`src/rtl/lfsr_rr_server_if.sv`:
```
// Bus between the random-byte server and its consumers: seeding,
// per-requester request/grant, the shared random byte and transfer count.
`timescale 1ns/1ps
interface lfsr_rr_server_if #(
  parameter int N = 4
) ();
  logic           seed_valid;
  logic [7:0]     seed;
  logic           ready;
  logic [N-1:0]   req;
  logic [N-1:0]   gnt;
  logic [7:0]     rnd_data;
  logic [15:0]    grant_cnt;

  // Consumer side: drives seed and requests, observes grants and data.
  modport master (
    output seed_valid,
    output seed,
    output req,
    input  ready,
    input  gnt,
    input  rnd_data,
    input  grant_cnt
  );

  // Server side.
  modport slave (
    input  seed_valid,
    input  seed,
    input  req,
    output ready,
    output gnt,
    output rnd_data,
    output grant_cnt
  );
endinterface

```
`src/rtl/lfsr_rr_server.sv`:
```
// Round-robin server for an 8-bit Fibonacci LFSR.
// The LFSR is seeded, warmed up for WARMUP steps and then hands one byte per
// accepted request to N requesters. Grants are combinational (zero-cycle
// handshake); the LFSR steps only when a transfer actually happens.
`timescale 1ns/1ps
module lfsr_rr_server #(
  parameter int N      = 4,
  parameter int WARMUP = 4
) (
  input  logic               clk,
  input  logic               rst,
  lfsr_rr_server_if.slave    bus
);

  localparam int PTR_W = (N > 1) ? $clog2(N) : 1;

  // Last warm-up count before switching to SERVE; unused when WARMUP is 0
  // because seeding then jumps straight to SERVE.
  localparam logic [7:0] WARM_LAST = (WARMUP > 0) ? 8'(WARMUP - 1) : 8'd0;

  // Highest requester index, used for the wrap of the round-robin pointer.
  localparam logic [PTR_W-1:0] PTR_LAST = PTR_W'(N - 1);

  typedef enum logic [1:0] {
    IDLE  = 2'd0,
    WARM  = 2'd1,
    SERVE = 2'd2
  } state_t;

  state_t             state_q,     state_d;
  logic [7:0]         lfsr_q,      lfsr_d;
  logic [7:0]         warm_cnt_q,  warm_cnt_d;
  logic [PTR_W-1:0]   rr_ptr_q,    rr_ptr_d;
  logic [15:0]        grant_cnt_q, grant_cnt_d;

  logic               serving;
  logic [N-1:0]       req_eff;
  logic [N-1:0]       hi_mask;
  logic [N-1:0]       req_hi;
  logic [N-1:0]       cand;
  logic [PTR_W-1:0]   pick_idx;
  logic               pick_any;
  logic [N-1:0]       gnt_vec;
  logic [PTR_W-1:0]   ptr_nxt;
  logic [7:0]         lfsr_step;
  logic [7:0]         seed_safe;

  // One LFSR step: shift right, feedback of taps 4,3,2,0 into bit 7.
  assign lfsr_step = {lfsr_q[4] ^ lfsr_q[3] ^ lfsr_q[2] ^ lfsr_q[0], lfsr_q[7:1]};

  // An all-zero seed would lock the LFSR, so it is replaced by 8'h01.
  assign seed_safe = (bus.seed == 8'h00) ? 8'h01 : bus.seed;

  // Grants are only offered in SERVE, and never in a cycle that reseeds.
  assign serving = (state_q == SERVE) && !bus.seed_valid;
  assign req_eff = serving ? bus.req : '0;

  // Mask of indices at or above the round-robin pointer.
  for (genvar gi = 0; gi < N; gi++) begin : g_mask
    assign hi_mask[gi] = (PTR_W'(gi) >= rr_ptr_q);
  end

  assign req_hi = req_eff & hi_mask;

  // Search from rr_ptr upward first; if nothing is there, wrap to index 0.
  assign cand = (|req_hi) ? req_hi : req_eff;

  // Pick the lowest set candidate (loop runs high to low so the lowest wins).
  always_comb begin
    pick_idx = '0;
    pick_any = 1'b0;
    for (int i = N - 1; i >= 0; i--) begin
      if (cand[i]) begin
        pick_idx = PTR_W'(i);
        pick_any = 1'b1;
      end
    end
  end

  // Build the one-hot grant from the picked index.
  always_comb begin
    gnt_vec = '0;
    if (pick_any) begin
      gnt_vec[pick_idx] = 1'b1;
    end
  end

  // The pointer moves just past the requester that was served.
  assign ptr_nxt = (pick_idx == PTR_LAST) ? '0 : pick_idx + 1'b1;

  // Next-state logic: seeding, warm-up stepping and per-transfer updates.
  always_comb begin
    state_d     = state_q;
    lfsr_d      = lfsr_q;
    warm_cnt_d  = warm_cnt_q;
    rr_ptr_d    = rr_ptr_q;
    grant_cnt_d = grant_cnt_q;

    if (bus.seed_valid) begin
      // Seeding is honoured in every state and restarts the warm-up.
      lfsr_d     = seed_safe;
      warm_cnt_d = 8'd0;
      state_d    = (WARMUP == 0) ? SERVE : WARM;
    end else begin
      case (state_q)
        IDLE: begin
          state_d = IDLE;
        end
        WARM: begin
          lfsr_d     = lfsr_step;
          warm_cnt_d = warm_cnt_q + 8'd1;
          if (warm_cnt_q == WARM_LAST) begin
            state_d = SERVE;
          end
        end
        SERVE: begin
          if (pick_any) begin
            lfsr_d      = lfsr_step;
            rr_ptr_d    = ptr_nxt;
            grant_cnt_d = grant_cnt_q + 16'd1;
          end
        end
        default: begin
          state_d = IDLE;
        end
      endcase
    end
  end

  // State register; reset overrides seeding, warm-up and serving.
  always_ff @(posedge clk) begin
    if (rst) begin
      state_q     <= IDLE;
      lfsr_q      <= 8'h01;
      warm_cnt_q  <= 8'd0;
      rr_ptr_q    <= '0;
      grant_cnt_q <= 16'd0;
    end else begin
      state_q     <= state_d;
      lfsr_q      <= lfsr_d;
      warm_cnt_q  <= warm_cnt_d;
      rr_ptr_q    <= rr_ptr_d;
      grant_cnt_q <= grant_cnt_d;
    end
  end

  assign bus.ready     = (state_q == SERVE);
  assign bus.gnt       = gnt_vec;
  assign bus.rnd_data  = lfsr_q;
  assign bus.grant_cnt = grant_cnt_q;

endmodule

```
`src/flat_wrapper.sv`:
```
// flat-port wrapper written by rule: the top's interface ports become plain ports
module lfsr_rr_server_flat 
#(
  parameter int N      = 4,
  parameter int WARMUP = 4
)
  (clk, rst, bus_seed_valid, bus_seed, bus_req, bus_ready, bus_gnt, bus_rnd_data, bus_grant_cnt);
  lfsr_rr_server_if #(.N(N)) bus_i ();
  input  logic clk;
  input  logic rst;
  input wire logic [$bits(bus_i.seed_valid)-1:0] bus_seed_valid;
  input wire logic [$bits(bus_i.seed)-1:0] bus_seed;
  input wire logic [$bits(bus_i.req)-1:0] bus_req;
  output wire logic [$bits(bus_i.ready)-1:0] bus_ready;
  output wire logic [$bits(bus_i.gnt)-1:0] bus_gnt;
  output wire logic [$bits(bus_i.rnd_data)-1:0] bus_rnd_data;
  output wire logic [$bits(bus_i.grant_cnt)-1:0] bus_grant_cnt;
  assign bus_i.seed_valid = bus_seed_valid;
  assign bus_i.seed = bus_seed;
  assign bus_i.req = bus_req;
  assign bus_ready = bus_i.ready;
  assign bus_gnt = bus_i.gnt;
  assign bus_rnd_data = bus_i.rnd_data;
  assign bus_grant_cnt = bus_i.grant_cnt;
  lfsr_rr_server #(.N(N), .WARMUP(WARMUP)) u_core (.clk(clk), .rst(rst), .bus(bus_i));
endmodule
```
`config.mk`:
```
export PLATFORM = sky130hd
export DESIGN_NAME = lfsr_rr_server_flat
export DESIGN_NICKNAME = d
export VERILOG_FILES = /design/src/rtl/lfsr_rr_server_if.sv /design/src/rtl/lfsr_rr_server.sv /design/src/flat_wrapper.sv
export SDC_FILE = /design/constraint.sdc
export NUM_CORES = 1
export LEC_CHECK = 0
export ABC_AREA = 1
export CORE_MARGIN = 2
export CORE_UTILIZATION = 55
export CTS_CLUSTER_DIAMETER = 100
export CTS_CLUSTER_SIZE = 40
export DETAILED_ROUTE_END_ITERATION = 8
export PLACE_DENSITY = 0.85
export SKIP_LAST_GASP = 1
export SYNTH_ARGS = -nofsm -noshare
export SYNTH_HDL_FRONTEND = slang
export SYNTH_SLANG_ARGS = --single-unit
```
`constraint.sdc`:
```
create_clock -name clk -period 3 [get_ports clk]
set_clock_uncertainty 0.1 [all_clocks]
set_input_delay 0.3 -clock clk [delete_from_list [all_inputs] [get_ports clk]]
set_output_delay 0.3 -clock clk [all_outputs]
set_load 0.01 [all_outputs]
```
## After elaboration in Yosys (flattened, before gate mapping)

Index checks and enable logic that the tools add are counted.
Widths: inputs -> output; s select.

| word-level totals | value |
|---|---|
| register bits after elaboration | 36 |
| bits of input ports | 15 |
| output and inout bits | 29 |
| word-level logic and storage cells | 61 |

| cells by class | value |
|---|---|
| add/sub/neg operators | 3 |
| magnitude comparators | 6 |
| equality and inequality tests | 8 |
| multiplexer cells | 21 |
| bitwise gates (word level) | 6 |
| reduce and logical (&&, ||, !) cells | 11 |

Operator list:

| kind | count |
|---|---|
| $mux 8 | 3 |
| $add 16x1->16 const B | 1 |
| $pmux 8 s2 | 1 |
| $mux 2 | 6 |
| $mux 4 | 3 |
| $add 8x1->8 const B | 1 |
| $eq 8x2->1 const B | 1 |
| $logic_not 8->1 | 1 |
| $mux 1 | 6 |
| $ne 3x2->1 const B | 2 |
| $reduce_and 2->1 | 3 |
| $and 4x4->4 | 1 |
| $eq 2x2->1 const B | 2 |
| $ge 1x2->1 const A | 2 |
| $ge 2x2->1 const A | 2 |
| $pmux 2 s2 | 1 |
| $reduce_or 4->1 | 1 |
| $lt 2x3->1 const B | 1 |
| $reduce_and 3->1 | 1 |
| $reduce_bool 3->1 | 1 |
| $xor 1x1->1 | 3 |
| $add 2x1->2 const B | 1 |
| $demux 1 s2 | 1 |
| $eq 2x1->1 const B | 1 |
| other kinds (7) | 9 |

## Depth between registers and ports, before layout

| logic depth | value |
|---|---|
| depth in word-level cells | 15 |
| mapped depth | 15 |
| mapped depth without buffers | 15 |

## Least setup slack after synthesis

OpenSTA, ideal clock, no wires.

| path | value |
|---|---|
| path kind | input -> output |
| from | in bus_seed_valid |
| to | out bus_gnt[0] |
| arrival | 1738 ps |
| required time | 2600 ps |
| setup slack | 862 ps |
| stages on the path | 12 |
| buffers on the path | 2 |
| path through | buf_2 nor2_4 nand2_2 nand2_1 nand3_1 a21oi_4 buf_4 nor2_1 inv_1 ha_1 inv_1 nor2_1 |

| on the way | value |
|---|---|
| word-level cells in the longest chain between the ends | 15 |
| elaborated cells between the ends (all ways) | 20 |
| those cells by class | order compare (2); mux (13); bitwise (1); reduce/logical (4) |

RTL lines:

| item | line | text |
|---|---|---|
| from (decl) | flat_wrapper.sv:11 | `input wire logic [$bits(bus_i.seed_valid)-1:0] bus_seed_valid;` |
| $logic_not 1->1 (*) | lfsr_rr_server.sv:55 | `assign serving = (state_q == SERVE) && !bus.seed_valid;` |
| $logic_and 1x1->1 (*) | lfsr_rr_server.sv:55 |  |
| $mux 4 (*) | lfsr_rr_server.sv:56 | `assign req_eff = serving ? bus.req : '0;` |
| $and 4x4->4 | lfsr_rr_server.sv:63 | `assign req_hi = req_eff & hi_mask;` |
| $reduce_or 4->1 | lfsr_rr_server.sv:66 | `assign cand = (\|req_hi) ? req_hi : req_eff;` |
| $mux 4 (*) | lfsr_rr_server.sv:66 |  |
| $mux 2 (4 in a row) | lfsr_rr_server.sv:73 | `if (cand[i]) begin` |
| $lt 2x3->1 (not written as such) / $ge 2x1->1 (equally long branches) | lfsr_rr_server.sv:84 | `gnt_vec[pick_idx] = 1'b1;` |
| $logic_and 1x1->1 (not written as such) | lfsr_rr_server.sv:84 |  |
| $mux 1 (not written as such) | lfsr_rr_server.sv:84 |  |
| $demux 1 s2 | n/a |  |
| $mux 4 (*) | lfsr_rr_server.sv:83 | `if (pick_any) begin` |
| to (decl) | flat_wrapper.sv:15 | `output wire logic [$bits(bus_i.gnt)-1:0] bus_gnt;` |

Every way passes the cells marked *; elsewhere a longest branch is shown, timed or not.

## Worst setup path in the final report

| path | value |
|---|---|
| from | reg u_core.state_q[0] |
| to | out bus_gnt[1] |

| on the way | value |
|---|---|
| word-level cells in the longest chain between the ends | 15 |
| elaborated cells between the ends (all ways) | 20 |
| those cells by class | order compare (2); eq/ne (1); mux (13); bitwise (1); reduce/logical (3) |

RTL lines:

| item | line | text |
|---|---|---|
| from (decl) | lfsr_rr_server.sv:30 | `state_t state_q, state_d;` |
| from (signal assigned) | lfsr_rr_server.sv:139 | `state_q <= state_d;` |
| $eq 2x2->1 (*) | lfsr_rr_server.sv:55 |  |
| $logic_and 1x1->1 (*) | lfsr_rr_server.sv:55 |  |
| $mux 4 (*) | lfsr_rr_server.sv:56 |  |
| $and 4x4->4 | lfsr_rr_server.sv:63 |  |
| $reduce_or 4->1 | lfsr_rr_server.sv:66 |  |
| $mux 4 (*) | lfsr_rr_server.sv:66 |  |
| $mux 2 (4 in a row) | lfsr_rr_server.sv:73 |  |
| $lt 2x3->1 (not written as such) / $ge 2x1->1 (equally long branches) | lfsr_rr_server.sv:84 |  |
| $logic_and 1x1->1 (not written as such) | lfsr_rr_server.sv:84 |  |
| $mux 1 (not written as such) | lfsr_rr_server.sv:84 |  |
| $demux 1 s2 | n/a |  |
| $mux 4 (*) | lfsr_rr_server.sv:83 |  |

Marked as above.

==> out/qor.csv <==
stage;metric;value;unit
setup_path;Most Frequent Cell on Critical Path;inv_1;
floorplan;die height;65.5;microns
yosys;Yosys reg bits;36;
grt;first-pass GRT wire length;7960;microns
detailed_routing;vias after detailed routing;2073;
floorplan;Rows;22;
setup_path;crit path DAT;2.13;ns
clock_tree;clock sink count;36;
detailed_routing;residual DRC count;0;
finish;layout cells sized above 1;0.0732;
setup_path;WP buf/inv;5;
placement;gp weighted congestion;0.890;
detailed_routing;DR top layer;met4;
sta;Final period util;0.843;
yosys;Syn Area/Cell;6.76;sq um
detailed_routing;wirelength, routed;4520;microns
yosys;leading cell types by count after synthesis;75 x nand2_1, 49 x nor2_1, 36 x dfxtp_1;
sta;max_slew headroom;0.649;
detailed_routing;met2 WL post-DR;2290;microns
power_and_ir_drop;Leakage;1.18;nW
yosys;largest cells by area after synthesis;dfxtp_1 35%, nand2_1 14%, nor2_1 8.8%, inv_1 5.9%, nand3_1 4.8%;
floorplan;I/O pin total;44;
floorplan;Core ar.;3660;sq um
detailed_routing;drt pass-1 iters;4;
hold_path;hold path start;bus_seed_valid;
sta;setup_tns;0;ns
yosys;Synth warnings;0;
power_and_ir_drop;peak supply drop;0.297;mV
setup_path;CP startpoint;u_core.state_q[0]$_SDFFE_PP0P_;
grt;vias in the first global route;1893;
setup_path;crit path kind;reg2out;
setup_path;critical path's slowest cell;dfxtp_1;
detailed_routing;DRT antenna net count;0;
hold_path;HP Class;in2reg;
placement;dpl hpwl;3330;microns
power_and_ir_drop;Reg power frac;0.536;
power_and_ir_drop;Clk network pwr share;0.346;
clock_tree;clock root buffer;clkbuf_8;
power_and_ir_drop;pwr dens;353;nW/um^2
floorplan;Starting Density;0.569;
yosys;synthesized area;2080;sq um
setup_path;Critical Path RT;2.60;ns
setup_path;CP cell instances;inv_1, nand2_2, nor2_4, nand2_2, nand2_1, nor2_1, nand2_1, nand2_1, nor2_4, inv_1, nor2_2, inv_1, ha_1, inv_1, nor2_1, dlymetal6s2s_1;
clock_tree;CTS Buf Count;5;
grt;initial antenna violation count;0;
status;status;finished, final reports clean;
grt;largest net degree at the start of global routing;25;
grt;GRT Total Usage;0.233;
clock_tree;htree depth;2;
detailed_routing;Via density;5.14;
sta;RSZ-0062 raised after global routing;no;
placement;Port Buf Inserts;43;
clock_tree;Clk pin slew, worst setup/hold paths;0.07;ns
yosys;Synth Flop Type;dfxtp_1;
sta;Worst-Margin Slew;0.526;ns
power_and_ir_drop;switching share of total power;0.248;
setup_path;Crit path max-delay family;simple AND/OR/NAND/NOR gates;
detailed_routing;Wirelength per Cell;11.2;microns
detailed_routing;DR WL met3;233;microns
setup_path;r2r startpoint;u_core.state_q[0]$_SDFFE_PP0P_;
sta;FMAX;396;MHz
yosys;ys async rst share;0;
setup_path;Crit Path Max Fanout;4;
yosys;Mapped Cells;308;
setup_path;Worst setup EP type;output port;
clock_tree;CTS tree;done;
sta;number of setup violations in the final report;0;
power_and_ir_drop;Gate power share;0.119;
finish;final net count;376;
yosys;sequential fraction of the synthesis area;0.346;
power_and_ir_drop;Power Total;938;uW
yosys;EDFF count, synth;0;
finish;diode count;0;
grt;GR Overflow Total;0;
detailed_routing;Iter 0 DRT Violations;182;
clock_tree;clock buffer depth;2;
setup_path;CP startpoint kind;flip-flop;
power_and_ir_drop;P_int;705;uW
finish;Syn-to-layout area delta;27.5;%
floorplan;Die X;65.5;microns
sta;Hold Fails Final Rpt;0;
sta;Final Max Slew Viols;0;
run;maxcap violations;0;
yosys;area fraction of the dominant cell type after synthesis;0.346;
power_and_ir_drop;switching power;233;uW
sta;post-layout min period;2.53;ns
detailed_routing;Metal-1 WL;1980;microns
yosys;Yosys cell types;31;
yosys;dominant cell type by area after synthesis;dfxtp_1;
yosys;most common cell in the netlist;nand2_1;
setup_path;max incr delay on CP;0.33;ns
clock_tree;Clock Latency Late Sink;0.29;ns
yosys;Mapped Nets;329;
floorplan;die area;4300;sq um
-- cell families (layout without fill, tap and decap cells) --
kind of cell | after synthesis | in the layout | share of synthesized area
xor gates and xnor gates | 12 | 12 | 0.0505
buffers and inverters | 44 | 91 | 0.0919
AOI/OAI and AO/OA | 34 | 34 | 0.0907
muxes | 2 | 2 | 0.00961
DFF | 36 | 36 | 0.346
and+or+nand+nor | 174 | 174 | 0.375
adders and majority gates | 6 | 6 | 0.0360
-- path summary, 6_finish.rpt --
kind / slack [ns] / cells after the start / to
setup / recovery: 0.47 / 16 / bus_gnt[1]
hold / removal: 0.35 / 3 / u_core.state_q[0]$_SDFFE_PP0P_
setup reg to reg: 0.84 / 15 / u_core.rr_ptr_q[0]$_SDFFE_PP0P_
hold reg to reg: 0.39 / 2 / u_core.warm_cnt_q[1]$_SDFFE_PP0P_
-- layout make-up --
type	instances	area, sq um
Tap cell	48	60.1
Inverter	35	131
Multi-Input combinational cell	228	1180
Fill cell	324	1000
Timing Repair Buffer	49	488
Sequential cell	36	721
Clock inverter	1	5.00
Clock buffer	6	72.6
-- tightest hold or removal path, delay by kind of cell --
family / cells / cell delay, ns
compound gates: 1 / 0.08
buf+inv: 2 / 0.31
-- layout by cell type (no fill, tap or decap), types with 2 or more instances in the layout --
| cell type | netlist | final |
|---|---|---|
| nand2_1 | 75 | 75 |
| nand3_1 | 20 | 19 |
| ha_1 | 6 | 6 |
| inv_1 | 33 | 32 |
| nor2_4 | 3 | 3 |
| a21oi_1 | 19 | 19 |
| xor2_1 | 5 | 5 |
| clkdlybuf4s50_1 | 0 | 38 |
| mux2i_1 | 2 | 2 |
| dfxtp_1 | 36 | 36 |
| o21ai_0 | 11 | 11 |
| dlymetal6s2s_1 | 0 | 5 |
| nor3_1 | 9 | 9 |
| clkbuf_8 | 0 | 5 |
| nand4_1 | 6 | 6 |
| buf_4 | 2 | 6 |
| xnor2_1 | 7 | 7 |
| nand2_2 | 2 | 2 |
| nor2_1 | 49 | 48 |
| inv_2 | 2 | 3 |
| nor4_1 | 4 | 4 |
-- metal layers --
| layer | vias up | track usage |
|---|---|---|
| met4 | 0 | 0.0443 |
| li1 | 1073 | - |
| met2 | 52 | 0.426 |
| met3 | 2 | 0.0668 |
| met5 | - | 0 |
| met1 | 946 | 0.271 |
-- stage by stage --
stage                     area, sq um  instances  utilization  setup WS (ns)  hold WS [ns]
after floorplan                  2080        308            -          0.862         0.341
after global placement           2540        394        0.695         0.0863         0.370
after detailed placement         2540        394        0.695         0.0196         0.376
after CTS                        2620        401        0.716        0.00572         0.387
after global routing             2660        403        0.726          0.266         0.375
final                            2660        403        0.726          0.472         0.355
-- registers in the layout, indices dropped and copies added (netlist names) --
register / cells
u_core.bus.grant_cnt: 16
u_core.bus.rnd_data: 8
u_core.warm_cnt_q: 8
u_core.rr_ptr_q: 2
u_core.state_q: 2
-- power groups by stage --
stage          clock network [mW]  logic [mW]  registers [mW]
2_1_floorplan                   0      0.0584           0.516
3_3_place_gp                    0       0.110           0.513
3_5_place_dp                    0       0.111           0.513
4_1_cts                     0.331       0.112           0.502
5_1_grt                     0.353       0.126           0.504
6_report                    0.324       0.111           0.502
-- repair_timing --
item | 4_1_cts | 5_1_grt
resized for setup | 0 | 8
setup buffers | 0 | 2
hold buffers | 0 | 0
endpoints found under the setup margin | 0 | 4
Power figures use the tool's default switching activity.
